`src/rtl/ttc_count_rst_mc.sv`:
```
// Multi-channel TTC clock control: per-channel control register, restart
// edge detector and power-of-two prescaler producing count_en_out.
//
// Ports:
//   pclk25           APB system clock
//   n_p_reset25      asynchronous active-low reset
//   pwdata           APB write data (CTRL_W bits)
//   clk_ctrl_reg_sel per-channel write select (several may be set)
//   restart          per-channel restart level
//   count_en_out     per-channel registered counter enable
//   clk_ctrl_reg_out concatenated control regs, ch i at [i*CTRL_W +: CTRL_W]
//
// Option: define TTC_COUNT_RST_RESTART_SYNC_EN to pass each restart bit
// through a 2-flop synchroniser before edge detection.
module ttc_count_rst_mc #(
  parameter int NUM_CH = 3,
  parameter int CTRL_W = 7,
  parameter int PS_W   = 4
) (
  input  logic                     pclk25,
  input  logic                     n_p_reset25,
  input  logic [CTRL_W-1:0]        pwdata,
  input  logic [NUM_CH-1:0]        clk_ctrl_reg_sel,
  input  logic [NUM_CH-1:0]        restart,
  output logic [NUM_CH-1:0]        count_en_out,
  output logic [NUM_CH*CTRL_W-1:0] clk_ctrl_reg_out
);

  localparam int CW = 2**PS_W;

  logic [NUM_CH-1:0] restart_e;

`ifdef TTC_COUNT_RST_RESTART_SYNC_EN
  logic [NUM_CH-1:0] restart_s1;
  logic [NUM_CH-1:0] restart_s2;

  always_ff @(posedge pclk25 or negedge n_p_reset25) begin
    if (!n_p_reset25) begin
      restart_s1 <= '0;
      restart_s2 <= '0;
    end else begin
      restart_s1 <= restart;
      restart_s2 <= restart_s1;
    end
  end

  assign restart_e = restart_s2;
`else
  assign restart_e = restart;
`endif

  for (genvar i = 0; i < NUM_CH; i++) begin : g_ch
    logic [CTRL_W-1:0] ctrl;
    logic [CW-1:0]     ps_cnt;
    logic [CW-1:0]     limit;
    logic [PS_W-1:0]   n;
    logic [PS_W:0]     sh;
    logic              ps_en;
    logic              restart_var;
    logic              count_en;
    logic              clr;

    assign ps_en = ctrl[0];
    assign n     = ctrl[PS_W:1];
    // limit = 2**(N+1)-1; a shift by CW yields all ones
    assign sh    = {1'b0, n} + {{PS_W{1'b0}}, 1'b1};
    assign limit = ~({CW{1'b1}} << sh);

    // A write and a restart edge together form one clear
    assign clr = (restart_e[i] & ~restart_var)
               | clk_ctrl_reg_sel[i];

    always_ff @(posedge pclk25 or negedge n_p_reset25) begin
      if (!n_p_reset25) begin
        ctrl        <= '0;
        ps_cnt      <= '0;
        restart_var <= 1'b0;
        count_en    <= 1'b0;
      end else begin
        if (clk_ctrl_reg_sel[i])
          ctrl <= pwdata;
        restart_var <= restart_e[i];
        if (clr) begin
          count_en <= 1'b0;
          ps_cnt   <= '0;
        end else if (!ps_en) begin
          count_en <= 1'b1;
          ps_cnt   <= '0;
        end else if (ps_cnt == limit) begin
          count_en <= 1'b1;
          ps_cnt   <= '0;
        end else begin
          count_en <= 1'b0;
          ps_cnt   <= ps_cnt + {{(CW-1){1'b0}}, 1'b1};
        end
      end
    end

    assign count_en_out[i] = count_en;
    assign clk_ctrl_reg_out[i*CTRL_W +: CTRL_W] = ctrl;
  end

endmodule

```
`config.mk`:
```
export PLATFORM = sky130hd
export DESIGN_NAME = ttc_count_rst_mc
export DESIGN_NICKNAME = d
export VERILOG_FILES = /design/src/rtl/ttc_count_rst_mc.sv
export SDC_FILE = /design/constraint.sdc
export NUM_CORES = 1
export LEC_CHECK = 0
export CAP_MARGIN = 10
export CORE_MARGIN = 2
export CORE_UTILIZATION = 61
export CTS_BUF_LIST = sky130_fd_sc_hd__clkbuf_8
export DETAILED_ROUTE_END_ITERATION = 12
export DONT_BUFFER_PORTS = 1
export PLACE_DENSITY_LB_ADDON = 0.05
export REMOVE_ABC_BUFFERS = 1
export SLEW_MARGIN = 10
export SYNTH_ARGS = -nofsm -noshare
export SYNTH_HDL_FRONTEND = slang
export SYNTH_SLANG_ARGS = --single-unit
```
`constraint.sdc`:
```
create_clock -name pclk25 -period 3.6 [get_ports pclk25]
set_clock_uncertainty 0.15 [all_clocks]
set_input_delay 0.36 -clock pclk25 [delete_from_list [all_inputs] [get_ports pclk25]]
set_output_delay 0.36 -clock pclk25 [all_outputs]
set_load 0.02 [all_outputs]
```
# Word-level counts from Yosys, hierarchy flattened
# Cells that the tools add are included.
[totals] register_bits=75 input_bits=15 elab_cells=54
[classes] n_addsub=6 eq_ne=3 shift=3 n_mux=18 bitwise=12
[ops] cell="2-to-1 mux 16 bit" count=9
[ops] cell="adder 16 x 1 -> 16 bit (second input constant)" count=3
[ops] cell="== test 16 bit" count=3
[ops] cell="NOT 16 bit" count=3
[ops] cell="left shift 16 x 5 -> 16 bit (first input constant)" count=3
[ops] cell="adder 4 x 1 -> 5 bit (second input constant)" count=3
[ops] cell="2-to-1 mux 1 bit" count=9
[ops] cell="bitwise AND 1 bit" count=3
[ops] cell="NOT 1 bit" count=3
[ops] cell="bitwise OR 1 bit" count=3

# Longest topological paths before layout
[logic_depth] word_depth=7 mapped_depth=10

# Least setup slack after synthesis
# No wires, ideal clock.
[synth_path] path_kind="register to register" from="reg g_ch[0].ctrl[1]" to="reg g_ch[0].ps_cnt[10]" setup_ns=0.139 arrival_ns=2.781 required_ns=3.311 path_slack_ns=0.530 stages_incl_launch_ff=11 n_path_buf=2 path_cell_list="dfrtp_1 ha_1 ha_1 buf_2 nand3_1 or3b_2 o22ai_1 o32ai_1 a2111oi_4 buf_6 nor3_1"
[synth_between] elab_chain_len=7
[synth_lines] item="from (decl)" line="53" source="logic [CTRL_W-1:0] ctrl;"
[synth_lines] item="from (signal assigned)" line="81" source="ctrl <= pwdata;"
[synth_lines] item="adder 4 x 1 -> 5 bit" line="66" source="assign sh = {1'b0, n} + {{PS_W{1'b0}}, 1'b1};"
[synth_lines] item="left shift 16 x 5 -> 16 bit" line="67" source="assign limit = ~({CW{1'b1}} << sh);"
[synth_lines] item="NOT 16 bit" line="67"
[synth_lines] item="== test 16 bit" line="89" source="end else if (ps_cnt == limit) begin"
[synth_lines] item="2-to-1 mux 16 bit" line="89"
[synth_lines] item="2-to-1 mux 16 bit" line="86" source="end else if (!ps_en) begin"
[synth_lines] item="2-to-1 mux 16 bit" line="83" source="if (clr) begin"
[synth_lines] item="to (signal assigned)" line="94" source="ps_cnt <= ps_cnt + {{(CW-1){1'b0}}, 1'b1};"
[synth_lines] item="to (decl)" line="54" source="logic [CW-1:0] ps_cnt;"
# Every way passes these cells.
# A chain may end at the register's enable or synchronous reset.

# Worst setup path after layout
[layout_path] from="reg g_ch[0].ctrl[1]" to="reg g_ch[0].ps_cnt[13]"
# The elaborated chain is that of the path after synthesis.

==> flow_summary.yaml <==
final_layout:
  fin_nets: 602
  instances_no_fill: 685
  fin_util_pct: 67.1
  area_growth_pct: 7.51
  drive_above_1_share_pct: 10.9
  antenna_cells: 0
worst_setup_path:
  critPathRequiredTime_ns: 3.65
  arrival_ns: 3.30
  critPathCaptureType: "flip-flop"
  path_max_fanout: 17
  setup.worst_path.class: "reg2reg"
  cpPeakStageDelay_ns: 0.52
  path_cells: "ha_1 > ha_1 > nand3_1 > or3b_2 > o22ai_1 > o32ai_1 > a2111oi_4 > buf_4 > nor3_1"
  cp_slowest_cell: "dfrtp_1"
  cp_common_cell: "ha_1"
  start_kind: "flip-flop"
logic_synthesis:
  ys_warn_count: 0
  yosys-top-cells-area: "dfrtp_1, xnor2_1, xor2_1, nand2_1, a21oi_1"
  synth_top_area_share_pct: 36.9
  syn_inst: 577
  yosysUniqueCellTypes: 73
  seq_area_frac_synth_pct: 36.9
  synth_area_leader_cell: "dfrtp_1"
  synth_area_mm2: 0.00508
  postSynth.asyncResetShare_pct: 100
  synthFlopType: "dfrtp_1"
  syn_area_per_cell_um2: 8.80
  ys_ff_latch: 75
  synth-edff-count: 0
sta:
  finalHoldViolations: 0
  fmax_mhz: 308
  rsz0062_at_grt: "false"
  fin_setup_tns_ns: 0
  worst_slew_pin_slew_ns: 1.04
  min_period_over_period_pct: 90.3
  fin_ws_ns: 0.350
  fin_crit_ns: 3.25
  drv_slew: 0
  setup_viol: 0
  slew_headroom_pct: 30.6
placed_design:
  place_inst: 655
  hpwl_um: 8470
  gp_congestion: 0.916
  preCtsSetupSlack_ns: 0.417
  port_buffers: 0
clocking:
  ctsHtreeMaxLevel: 3
  clk_pin_slew_ns: 0.08
  ctsRootBufferMaster: "clkbuf_8"
  cts_resized: 0
  cts_sinks: 75
  clock_latency_ns: 0.34
  holdBufCountCts: 12
  cts_setup_buffers: 0
  clockBufferDepth: 2
  cts_tree: "built"
  cts_made_buffers: 9
die:
  rows: 33
  io_pins: 39
  die_x_um: 95.3
  dieArea_mm2: 0.00907
  coreArea_mm2: 0.00813
  die_h_um: 95.3
  start_util_pct: 62.5
pwr:
  finalPower_uw: 2010
  power.density_mw_per_mm2: 367
  power.leakage_uw: 0.00223
  vdd_drop_max_mv: 0.276
route:
  vias_per_cell: 6.29
  drcViolationCount: 0
  firstDrtPassIters: 5
  ant_nets: 0
  num_vias: 4310
  drt_iter0_markers: 332
  wirelength_um: 12400
  wl_per_cell_um: 18.1
global_routing:
  grt_pass1_vias: 4110
  grt_usage_pct: 28.8
  grt_max_degree: 76
  antenna_found_initial: 0
  gr-total-overflow: 0
  grt_pass1_wl_um: 20400
worst_hold_path:
  holdCritPathClass: "in2reg"
outcome:
  outcome: "finished, final reports clean"
flow_run:
  cap_violations: 0
## registers in the layout, indices dropped and copies added (netlist names)
name / count
g_ch.count_en: 3
g_ch.ps_cnt: 48
g_ch.restart_var: 3
g_ch.ctrl: 21
## logic make-up (layout without fill, tap and decap cells)
logic type	after synthesis	in the layout	synth area share [%]
simple gates	217	217	22.5
compound gates	136	136	18.0
flops	75	75	36.9
xor+xnor	61	61	10.5
buf+inv	57	60	4.93
mux	19	19	4.14
fa+ha+maj	12	12	2.96
## through the flow
step,hold slack [ns],instance area [µm²]
finish,0.00516,5460
floorplan,-0.0856,4900
global placement,-0.0840,5110
CTS,0.000406,5440
global route,0.000314,5460
detailed placement,-0.0838,5110
## cell usage in the layout (no fill, tap or decap), drive strengths merged, types with 4 or more instances in the layout
master	count
o21a	4
dfrtp	75
a31o	4
clkinv	4
and2	5
xnor2	33
or3	7
a21oi	44
nand3	29
and3	16
a211oi	10
ha	12
o22ai	5
a31oi	9
inv	20
clkbuf	9
xor2	28
buf	11
nand2b	10
nor4	5
mux2	16
o21ai	25
nor2b	7
nand2	63
nor3	20
dlygate4sd3	13
nor2	28
nand4	11
## routing by layer
| layer | vias to the layer above | share of wire, % | GRT usage, % |
|---|---|---|---|
| met5 | - | 0 | 0 |
| met4 | 0 | 2.0 | 10.1 |
| met3 | 25 | 7.1 | 4.82 |
| met2 | 158 | 46 | 44.5 |
| met1 | 2060 | 44 | 40.9 |
| li1 | 2067 | - | - |
## report_power, final
| group | internal [µW] | switching [µW] |
|---|---|---|
| sequential | 871 | 69.8 |
| combinational | 171 | 254 |
| clock | 317 | 322 |
| total | 1360 | 646 |
## synth_stat cells (3+ instances only)
library cell	instances
nor4b_1	3
nand2_1	63
inv_1	20
mux2i_1	3
o21a_1	3
xor2_1	28
nand4_1	11
nor2_1	28
o2bb2ai_1	3
or3_1	7
nor4_1	3
xnor2_1	33
o21ai_0	25
mux2_2	16
buf_2	8
nor3_2	3
buf_4	3
and3_1	16
a21oi_1	44
o22ai_1	5
and2_1	5
nand2b_1	10
ha_1	12
clkbuf_1	22
a31o_2	4
nor2b_1	7
a31oi_1	9
nor3_1	17
dfrtp_1	75
nor3b_1	3
a211oi_1	9
o31ai_1	3
nand3_1	28
## area by class of cell
| type | instances | area (µm²) |
|---|---|---|
| fillers | 664 | 2670 |
| inverters | 20 | 75.1 |
| well taps | 105 | 131 |
| repair buffers | 24 | 233 |
| multi-input cells | 445 | 2950 |
| clock inverters | 7 | 68.8 |
| clock buffers | 9 | 124 |
| flip-flops and latches | 75 | 1880 |
## critical path, delay by kind of cell, from the launching register on
family / cells / cell delay, ns
and+or+nand+nor: 3 / 0.71
DFF: 1 / 0.52
buffers and inverters: 1 / 0.28
AOI/OAI and AO/OA: 3 / 0.59
adders and majority gates: 2 / 0.85
## worst paths after layout
| kind | to | slack (ns) | from | cells after the start |
|---|---|---|---|---|
| max reg2reg | g_ch[0].ps_cnt[13] | 0.35 | g_ch[0].ctrl[1] | 9 |
| min | g_ch[2].ctrl[1] | 0.005 | pwdata[1] | 2 |
| min in group asynchronous | g_ch[2].ctrl[2] | 0.47 | n_p_reset25 | 2 |
| max in group asynchronous | g_ch[2].ps_cnt[14] | 2.52 | n_p_reset25 | 2 |
| max | g_ch[0].ps_cnt[13] | 0.35 | g_ch[0].ctrl[1] | 9 |
| min reg2reg | g_ch[2].ps_cnt[0] | 0.42 | g_ch[2].ps_cnt[0] | 1 |
No activity file was read; power rests on OpenSTA's default activity.
